`src/rtl/pipelined_adder.sv`:
```
// Pipelined WIDTH-bit adder/subtractor. Each of the STAGES stages ripple-adds one
// SW-bit slice. Slices not yet added travel forward, and completed partial sums
// accumulate, so the final stage presents an aligned result with its flags.
module pipelined_adder #(
    parameter int unsigned WIDTH  = 32,
    parameter int unsigned STAGES = 4
) (
    input  logic             clock,
    input  logic             reset,
    input  logic             in_valid,
    output logic             in_ready,
    input  logic [WIDTH-1:0] a,
    input  logic [WIDTH-1:0] b,
    input  logic             sub,
    output logic             out_valid,
    input  logic             out_ready,
    output logic [WIDTH-1:0] sum,
    output logic             cout,
    output logic             overflow,
    output logic             zero
);

    localparam int unsigned SW = WIDTH / STAGES;

    logic             advance;
    logic [WIDTH-1:0] b_inv;

    assign advance  = !out_valid || out_ready;
    assign in_ready = advance;
    assign b_inv    = b ^ {WIDTH{sub}};

    // Ripple chain of full adders over one slice; returns {carry_out, sum}.
    function automatic logic [SW:0] ripple(input logic [SW-1:0] x,
                                           input logic [SW-1:0] y,
                                           input logic          cin);
        logic [SW:0] r;
        logic        c;
        r = '0;
        c = cin;
        for (int unsigned i = 0; i < SW; i++) begin
            r[i] = x[i] ^ y[i] ^ c;
            c    = (x[i] & y[i]) | (c & (x[i] ^ y[i]));
        end
        r[SW] = c;
        return r;
    endfunction

    for (genvar k = 0; k < STAGES; k++) begin : g_stage
        localparam int unsigned DONE = (k + 1) * SW;
        localparam int unsigned REM  = WIDTH - DONE;

        logic            v_in;
        logic            c_in;
        logic [SW-1:0]   a_sl;
        logic [SW-1:0]   b_sl;
        logic [SW:0]     res;
        logic [DONE-1:0] s_d;
        logic            v_q;
        logic            c_q;
        logic [DONE-1:0] s_q;

        // Remaining operand slices are kept shifted down, so the slice this
        // stage works on always sits in the low SW bits of the previous stage.
        if (k == 0) begin : g_src
            assign v_in = in_valid;
            assign c_in = sub;
            assign a_sl = a[SW-1:0];
            assign b_sl = b_inv[SW-1:0];
            assign s_d  = res[SW-1:0];
        end else begin : g_src
            assign v_in = g_stage[k-1].v_q;
            assign c_in = g_stage[k-1].c_q;
            assign a_sl = g_stage[k-1].g_fwd.a_q[SW-1:0];
            assign b_sl = g_stage[k-1].g_fwd.b_q[SW-1:0];
            assign s_d  = {res[SW-1:0], g_stage[k-1].s_q};
        end

        assign res = ripple(a_sl, b_sl, c_in);

        // Stage valid, inter-slice carry and accumulated partial sum.
        always_ff @(posedge clock or negedge reset) begin
            if (!reset) begin
                v_q <= 1'b0;
                c_q <= 1'b0;
                s_q <= '0;
            end else if (advance) begin
                v_q <= v_in;
                c_q <= res[SW];
                s_q <= s_d;
            end
        end

        if (k < STAGES - 1) begin : g_fwd
            logic [REM-1:0] a_d;
            logic [REM-1:0] b_d;
            logic [REM-1:0] a_q;
            logic [REM-1:0] b_q;

            if (k == 0) begin : g_in
                assign a_d = a[WIDTH-1:SW];
                assign b_d = b_inv[WIDTH-1:SW];
            end else begin : g_in
                assign a_d = g_stage[k-1].g_fwd.a_q[REM+SW-1:SW];
                assign b_d = g_stage[k-1].g_fwd.b_q[REM+SW-1:SW];
            end

            // Carry the not-yet-added operand slices forward.
            always_ff @(posedge clock or negedge reset) begin
                if (!reset) begin
                    a_q <= '0;
                    b_q <= '0;
                end else if (advance) begin
                    a_q <= a_d;
                    b_q <= b_d;
                end
            end
        end else begin : g_last
            logic ovf_d;
            logic zero_d;
            logic ovf_q;
            logic zero_q;

            // Carry into the MSB recovered as a ^ b' ^ sum at that bit.
            assign ovf_d  = (a_sl[SW-1] ^ b_sl[SW-1] ^ res[SW-1]) ^ res[SW];
            assign zero_d = (s_d == '0);

            // Flags registered alongside the final aligned sum.
            always_ff @(posedge clock or negedge reset) begin
                if (!reset) begin
                    ovf_q  <= 1'b0;
                    zero_q <= 1'b0;
                end else if (advance) begin
                    ovf_q  <= ovf_d;
                    zero_q <= zero_d;
                end
            end
        end
    end

    assign out_valid = g_stage[STAGES-1].v_q;
    assign sum       = g_stage[STAGES-1].s_q;
    assign cout      = g_stage[STAGES-1].c_q;
    assign overflow  = g_stage[STAGES-1].g_last.ovf_q;
    assign zero      = g_stage[STAGES-1].g_last.zero_q;

endmodule

```
`config.mk`:
```
export PLATFORM = sky130hd
export DESIGN_NAME = pipelined_adder
export DESIGN_NICKNAME = d
export VERILOG_FILES = /design/src/rtl/pipelined_adder.sv
export SDC_FILE = /design/constraint.sdc
export NUM_CORES = 1
export LEC_CHECK = 0
export CAP_MARGIN = 10
export CORE_MARGIN = 3
export CORE_UTILIZATION = 45
export DETAILED_ROUTE_END_ITERATION = 8
export DONT_BUFFER_PORTS = 1
export HOLD_SLACK_MARGIN = 0.05
export PLACE_DENSITY_LB_ADDON = 0.3
export SETUP_SLACK_MARGIN = 0.3
export SYNTH_ARGS = -nofsm -noshare
export SYNTH_HDL_FRONTEND = slang
export SYNTH_SLANG_ARGS = --single-unit
```
`constraint.sdc`:
```
create_clock -name clock -period 4.3 [get_ports clock]
set_input_delay 0.43 -clock clock [delete_from_list [all_inputs] [get_ports clock]]
set_output_delay 0.43 -clock clock [all_outputs]
set_load 0.02 [all_outputs]
```
# Yosys cells after proc, flatten, opt, wreduce, memory -nomap -nowiden
# Index checks and enable logic that the tools add are counted.
# word_totals
rom_bits,0
wordCells,186
regBits,186
mem_bits_rw,0
input_bits,69
latchBits,0
output_inout_bits,37
n_memories,0
# classes
n_bitwise,163
n_reduce_logical,3
n_shift,0
n_mux,0
div,0
eq_ne,0
add_sub_neg,0
magnitude_cmp,0
n_mul,0
# ops
op,count
$xor A1 B1 Y1,66
$and A1 B1 Y1,64
$logic_not A32 Y1,1
$or A1 B1 Y1,32
$xor A32 B32 Y32,1
$logic_not A1 Y1,1
$logic_or A1 B1 Y1,1

# Depth between registers and ports, before layout
# Gate-level depths: netlist (run 1).
# logic_depth
depth_word,18
ltp_mapped,14
depth_no_buf,14

# Worst setup path after synthesis (run 1)
# OpenSTA, ideal clock, no wires.
# synth_path
kind,flip-flop to flip-flop
start,register g_stage[2].c_q
end,register g_stage[3].g_last.ovf_q (netlist: overflow)
period_less_slack_ns,3.921
setup_slack_ns,0.379
arrival_time_ns,3.794
setup_time_ns,0.127
stages_incl_launch_ff,15
n_path_buf,0
t_required_ns,4.173
path_cell_list,dfrtp_1 fa_1 fa_1 fa_1 fa_1 inv_1 fa_1 inv_1 fa_1 fa_1 inv_1 fa_1 xor2_1 xnor2_1 o21ai_0
# synth_between
elab_chain_len,17
elab_cells_between_ends,19
cone_classes,19 x bitwise
# synth_lines
item,line,rtl
"start, declared",59,logic c_q;
"start signal, assigned",88,c_q <= res[SW];
$and A1 B1 Y1 (*),42,c = (x[i] & y[i]) | (c & (x[i] ^ y[i]));
$or A1 B1 Y1 (*),42,
$and A1 B1 Y1 (*),42,
$or A1 B1 Y1 (*),42,
$and A1 B1 Y1 (*),42,
$or A1 B1 Y1 (*),42,
$and A1 B1 Y1 (*),42,
$or A1 B1 Y1 (*),42,
$and A1 B1 Y1 (*),42,
$or A1 B1 Y1 (*),42,
$and A1 B1 Y1 (*),42,
$or A1 B1 Y1 (*),42,
$and A1 B1 Y1 (*),42,
$or A1 B1 Y1 (*),42,
$xor A1 B1 Y1 or $and A1 B1 Y1 (tied branches),"41, 42",
$xor A1 B1 Y1 or $or A1 B1 Y1 (tied branches),"124, 42",
$xor A1 B1 Y1 (*),124,assign ovf_d = (a_sl[SW-1] ^ b_sl[SW-1] ^ res[SW-1]) ^ res[SW];
"end signal, assigned",133,ovf_q <= ovf_d;
"end, declared",120,logic ovf_q;
# Mark *: on every way between the ends. The rest lies on a longest branch, timed or not.
# A chain may end at the register's enable or synchronous reset.

# Worst setup path in the final report (run 1)
# Same ends and word-level chain as after synthesis.

==> results of run 1 <==
power groups by stage:
stage | clock, mW | sequential (mW) | combinational [mW]
floorplan | 0 | 3.13 | 1.54
global placement | 0 | 3.29 | 1.83
detailed placement | 0 | 3.32 | 1.89
CTS | 1.61 | 3.29 | 1.92
global route | 1.69 | 3.40 | 2.26
finish | 1.57 | 3.27 | 1.90
state kept, by name (all words and copies together) (netlist names):
signal and count:
out_valid 1, g_stage.s_q 48, overflow 1, g_stage.g_fwd.b_q 48, sum 32, cout 1, g_stage.g_fwd.a_q 48, zero 1
g_stage.c_q 3, g_stage.v_q 3
cell usage after synthesis (all sizes together):
cell type,n
buf,35
nor2b,1
ha,1
nand2b,1
o41ai,1
mux2i,1
fa,31
xnor2,30
xor2,4
o21ai,36
a21oi,15
nand2,437
inv,29
dfrtp,186
clkbuf,9
nor4,7
nand4,2
nor2,16
critical path: cells and delay by family (launching register included):
family | cells | cell delay [ps]
flops | 1 | 410
fa+ha+maj | 8 | 2730
compound gates | 1 | 70
xor+xnor | 2 | 330
buf+inv | 3 | 200
metal layers:
| metal | vias up | routed length (um) | track usage [%] |
|---|---|---|---|
| met5 | - | 0 | 0 |
| met4 | 0 | 216 | 5.56 |
| met3 | 15 | 923 | 5.15 |
| met2 | 93 | 6530 | 23.6 |
| met1 | 2317 | 7600 | 24.6 |
| li1 | 2516 | - | - |
kinds of logic after synthesis:
family	after synthesis	share of synthesized area, %
mux	1	0.125
buf+inv	73	4.47
compound gates	52	3.39
flops	186	58.2
fa+ha+maj	32	7.91
simple gates	464	22.2
xor+xnor	34	3.72
layout make-up:
type	count	share of cell area, %
Clock buffer	22	5.58
Clock inverter	9	1.31
Inverter	29	1.31
Multi-Input combinational cell	583	34.5
Sequential cell	186	53.6
Tap cell	225	3.24
Timing Repair Buffer	5	0.432
worst max-delay path by stage:
stage                                       to  cells after the start  slack (ps)
after floorplan           overflow$_DFFE_PN0P_                     14         380
after global placement    overflow$_DFFE_PN0P_                     14         240
after detailed placement  overflow$_DFFE_PN0P_                     14         210
after CTS                 overflow$_DFFE_PN0P_                     14         320
after global routing      overflow$_DFFE_PN0P_                     14         270
final                     overflow$_DFFE_PN0P_                     14         420
stage by stage:
stage	std cells	power (mW)	area (um^2)
2_1_floorplan	842	4.67	8000
3_3_place_gp	1027	5.13	8070
3_5_place_dp	1027	5.21	8070
4_1_cts	1059	6.83	8680
5_1_grt	1059	7.34	8680
6_report	1059	6.75	8680
what timing repair did:
action	in CTS	in global routing
endpoints found under the setup margin	1	2
buffers inserted	1	0
gates resized for setup	2	3
pin swaps	2	2
cloned	0	0
endpoints found under the hold margin	186	186
==> metrics.yaml, run 1 <==
outcome:
  status: "finished with violations"
  violations: "negative hold slack"
cells_and_area:
  multi_input_area_mm2: 0.00300
  fin_util_pct: 50.0
  layout-drive-gt1-share_pct: 5.04
  final_nets: 923
  final_common_cell: "nand2_1"
  syn_to_final_growth_pct: 8.54
  layout_common_cells: "nand2_1 (437), dfrtp_1 (186), o21ai_0 (35)"
  num-fill-cells: 1664
  seq_area_mm2: 0.00465
  antenna_cells: 0
setup_path:
  crit_start: "g_stage[2].c_q$_DFFE_PN0P_"
  path_cells: "fa_2 -> fa_2 -> fa_2 -> fa_1 -> inv_1 -> fa_1 -> inv_1 -> fa_2 -> fa_1 -> inv_1 -> fa_1 -> xor2_1 -> xnor2_1 -> o21ai_1"
  cp.required_ps: 4580
  endpoint_kind: "flip-flop"
  rrSetupSlack_ps: 420
  crit_type: "reg2reg"
  cp.arrival_ps: 4160
  regToRegEndpoint: "overflow$_DFFE_PN0P_"
  crit_path_top_delay_cell: "fa_1"
  max_stage_delay_ps: 440
  r2r-start: "g_stage[2].c_q$_DFFE_PN0P_"
  critPathLaunchType: "flip-flop"
  worstRegToRegCells: 14
  crit_fanout: 2
drt:
  vias: 4941
  ant_nets: 0
  wire_per_inst_um: 14.4
  drt_pass1_iterations: 4
  first_iter_violations: 343
  finalWirelength_mm: 15.3
  drc: 0
  viasPerCell: 4.67
floorplanning:
  core_mm2: 0.0174
  die_w_um: 139
  ios: 106
  dieArea_mm2: 0.0194
  fp-row-count: 48
  initial_core_util_pct: 46.1
  fp.dieH_um: 139
cts:
  clockBufferDepth: 2
  cts_tree: "yes"
  htree_levels: 4
  cts-buffers-inserted: 17
  clk_pin_slew_ps: 70
  cts_root_buffer: "clkbuf_16"
  cts.sinks: 186
  clk_latency_ps: 430
sta:
  fin_ws_ps: 419
  relSlewSlack_pct: 26.6
  worst_hold_slack_ps: -299
  finalCritPeriodShare_pct: 90.2
  setup_violations: 0
  maxSlewViolCount: 0
  finClkSkew_ps: 11.2
  fin_crit_ps: 3880
  fmax_ghz: 0.258
  hold_viol: 186
  tns_ps: 0
  rsz0062_at_grt: "true"
  worstMarginPinSlew_ps: 1100
synthesis:
  synth.area.top_cells: "dfrtp_1 (58%), nand2_1 (21%), fa_1 (7.8%)"
  synthCells: 842
  ys_types: 21
  syn_area_per_cell_um2: 9.50
  syn_nets: 943
  synth_top_cell_by_area: "dfrtp_1"
  synth-seq-cells: 186
  yosysWarnings: 0
  netlist.area_leader.share_pct: 58.2
  yosysSeqAreaShare_pct: 58.2
  syn_area_mm2: 0.00800
grt:
  globalRouteOverflowTotal: 0
  antenna_found_initial: 0
  grt_max_degree: 187
  grt_pass1_vias: 5068
  track_usage_pct: 16.6
  grt_pass1_wl_mm: 26.1
place:
  post-place-ws_ps: 205
  hpwl_mm: 9.87
  port_buffers: 0
  finalWeightedCongestion: 0.746
pwr:
  powerDensity_mw_per_mm2: 777
  p_leak_nw: 4.34
  internal-power_mw: 4.22
  power.share.clock_pct: 23.3
  p_sw_mw: 2.53
  max-vdd-ir-drop_mv: 0.384
  netSwitchingFraction_pct: 37.5
  p_seq_share_pct: 48.5
  pwr-share-comb_pct: 28.2
min_path:
  hold_path_class: "in2async"
run:
  drv_cap: 0
Power figures use the tool's default switching activity.
==> run 2, diff against run 1 <==
--- a/config.mk
+++ b/config.mk
@@ -6,13 +6,13 @@
 export NUM_CORES = 1
 export LEC_CHECK = 0
 export CAP_MARGIN = 10
-export CORE_MARGIN = 3
 export CORE_UTILIZATION = 45
 export DETAILED_ROUTE_END_ITERATION = 8
 export DONT_BUFFER_PORTS = 1
 export HOLD_SLACK_MARGIN = 0.05
 export PLACE_DENSITY_LB_ADDON = 0.3
 export SETUP_SLACK_MARGIN = 0.3
+export SKIP_CTS_REPAIR_TIMING = 1
 export SYNTH_ARGS = -nofsm -noshare
 export SYNTH_HDL_FRONTEND = slang
 export SYNTH_SLANG_ARGS = --single-unit
==> metrics.yaml, run 2 (synthesis results as in run 1) <==
outcome:
  status: "finished with violations"
  violations: "negative hold slack"
pwr:
  max-vdd-ir-drop_mv: 0.456
  p_seq_share_pct: 48.9
  internal-power_mw: 4.14
  p_leak_nw: 4.32
  power.share.clock_pct: 21.9
  p_sw_mw: 2.54
  netSwitchingFraction_pct: 38.0
  pwr-share-comb_pct: 29.2
  powerDensity_mw_per_mm2: 771
cts:
  cts_tree: "yes"
  clk_pin_slew_ps: 70
  cts-buffers-inserted: 17
  cts_root_buffer: "clkbuf_16"
  clk_latency_ps: 430
  cts.sinks: 186
  htree_levels: 4
  clockBufferDepth: 2
sta:
  rsz0062_at_grt: "true"
  tns_ps: 0
  fin_crit_ps: 3900
  fin_ws_ps: 397
  finalCritPeriodShare_pct: 90.8
  fmax_ghz: 0.256
  maxSlewViolCount: 0
  finClkSkew_ps: 11.5
  setup_violations: 0
  worstMarginPinSlew_ps: 1020
  worst_hold_slack_ps: -291
  relSlewSlack_pct: 31.7
  hold_viol: 186
place:
  hpwl_mm: 9.76
  port_buffers: 0
  post-place-ws_ps: 171
  dpl-instance-area_mm2: 0.00807
  finalWeightedCongestion: 0.783
drt:
  finalWirelength_mm: 14.9
  wire_per_inst_um: 14.1
  met3_length_um: 794
  met1_length_mm: 7.60
  viasPerCell: 4.72
  ant_nets: 0
  highest_layer: "met4"
  drt_pass1_iterations: 4
  vias: 5007
  first_iter_violations: 359
  drc: 0
  dr_wl_met2_mm: 6.41
setup_path:
  cp.arrival_ps: 4180
  endpoint_kind: "flip-flop"
  r2r-start: "g_stage[2].g_fwd.b_q[0]$_DFFE_PN0P_"
  crit_fanout: 3
  critPathLaunchType: "flip-flop"
  cp.required_ps: 4570
  crit_start: "g_stage[2].g_fwd.b_q[0]$_DFFE_PN0P_"
  crit_type: "reg2reg"
floorplanning:
  fp-row-count: 48
  ios: 106
  core_mm2: 0.0174
  die_w_um: 135
  dieArea_mm2: 0.0183
  initial_core_util_pct: 46.1
  fp.dieH_um: 135
cells_and_area:
  fin_util_pct: 49.9
  layout-drive-gt1-share_pct: 5.75
  antenna_cells: 0
  design_area_mm2: 0.00865
  num-fill-cells: 1667
  reg_top3: "g_stage.g_fwd.a_q: 48 flops, g_stage.g_fwd.b_q: 48 flops, g_stage.s_q: 48 flops"
  final_common_cell: "nand2_1"
  final_nets: 924
  syn_to_final_growth_pct: 8.16
  layout_common_cells: "nand2_1 (437), dfrtp_1 (186), o21ai_0 (35)"
grt:
  globalRouteOverflowTotal: 0
  grt_pass1_vias: 4843
  grt_pass1_wl_mm: 25.0
  grt_max_degree: 187
  track_usage_pct: 17.8
  antenna_found_initial: 0
min_path:
  hold_path_class: "in2async"
run:
  drv_cap: 0
run 2: cell types whose count changed in the layout (fill, tap and decap cells not counted), sizes merged:
cell / before / now
clkinv: 3 / 6
bufinv: 2 / 1
clkbuf: 22 / 20
buf: 5 / 6
run 2: layout make-up:
type | count | area (um^2) | area share (%)
inverter | 29 | 114 | 1.32
sequential | 186 | 4650 | 53.8
tap | 225 | 282 | 3.25
timing repair buffer | 6 | 45.0 | 0.520
multi-input combinational | 583 | 3010 | 34.8
clock inverter | 11 | 98.8 | 1.14
clock buffer | 20 | 447 | 5.16
run 2: final timing paths:
| path | cells past startpoint | end | slack, ps |
|---|---|---|---|
| min in group clock | 2 | g_stage[0].g_fwd.a_q[4]$_DFFE_PN0P_ | 110 |
| max reg2reg | 14 | overflow$_DFFE_PN0P_ | 400 |
| max | 14 | overflow$_DFFE_PN0P_ | 400 |
| min | 0 | g_stage[0].g_fwd.b_q[4]$_DFFE_PN0P_ | -290 |
| min reg2reg | 2 | g_stage[1].g_fwd.a_q[11]$_DFFE_PN0P_ | 470 |
| max in group asynchronous | 0 | g_stage[2].g_fwd.a_q[1]$_DFFE_PN0P_ | 4390 |
run 2: critical path, cell delays in order, from the launching register on:
cell and delay (ps):
dfrtp_1 410, fa_2 400, fa_2 370, fa_2 350, fa_2 340, inv_2 70, fa_1 160, inv_1 50
fa_2 330, fa_2 340, inv_2 60, fa_2 470, xor2_2 170, xnor2_1 170, o21ai_1 70
run 2: routing by layer:
layer	track usage [%]	vias to the layer above
li1	-	2529
met1	27.0	2378
met2	24.0	91
met3	5.42	9
met4	5.99	0
met5	0	-
run 2: power by group through the flow:
stage	Combinational [mW]	Sequential, mW	Clock, mW
finish	1.95	3.26	1.46
global route	2.32	3.38	1.57
CTS	1.91	3.28	1.49
detailed placement	1.90	3.31	0
global placement	1.84	3.29	0
floorplan	1.54	3.13	0
run 2: per-stage QoR:
step / std cells / power, mW
6_report: 1060 / 6.68
5_1_grt: 1060 / 7.27
4_1_cts: 1058 / 6.68
3_5_place_dp: 1027 / 5.21
3_3_place_gp: 1027 / 5.12
2_1_floorplan: 842 / 4.67
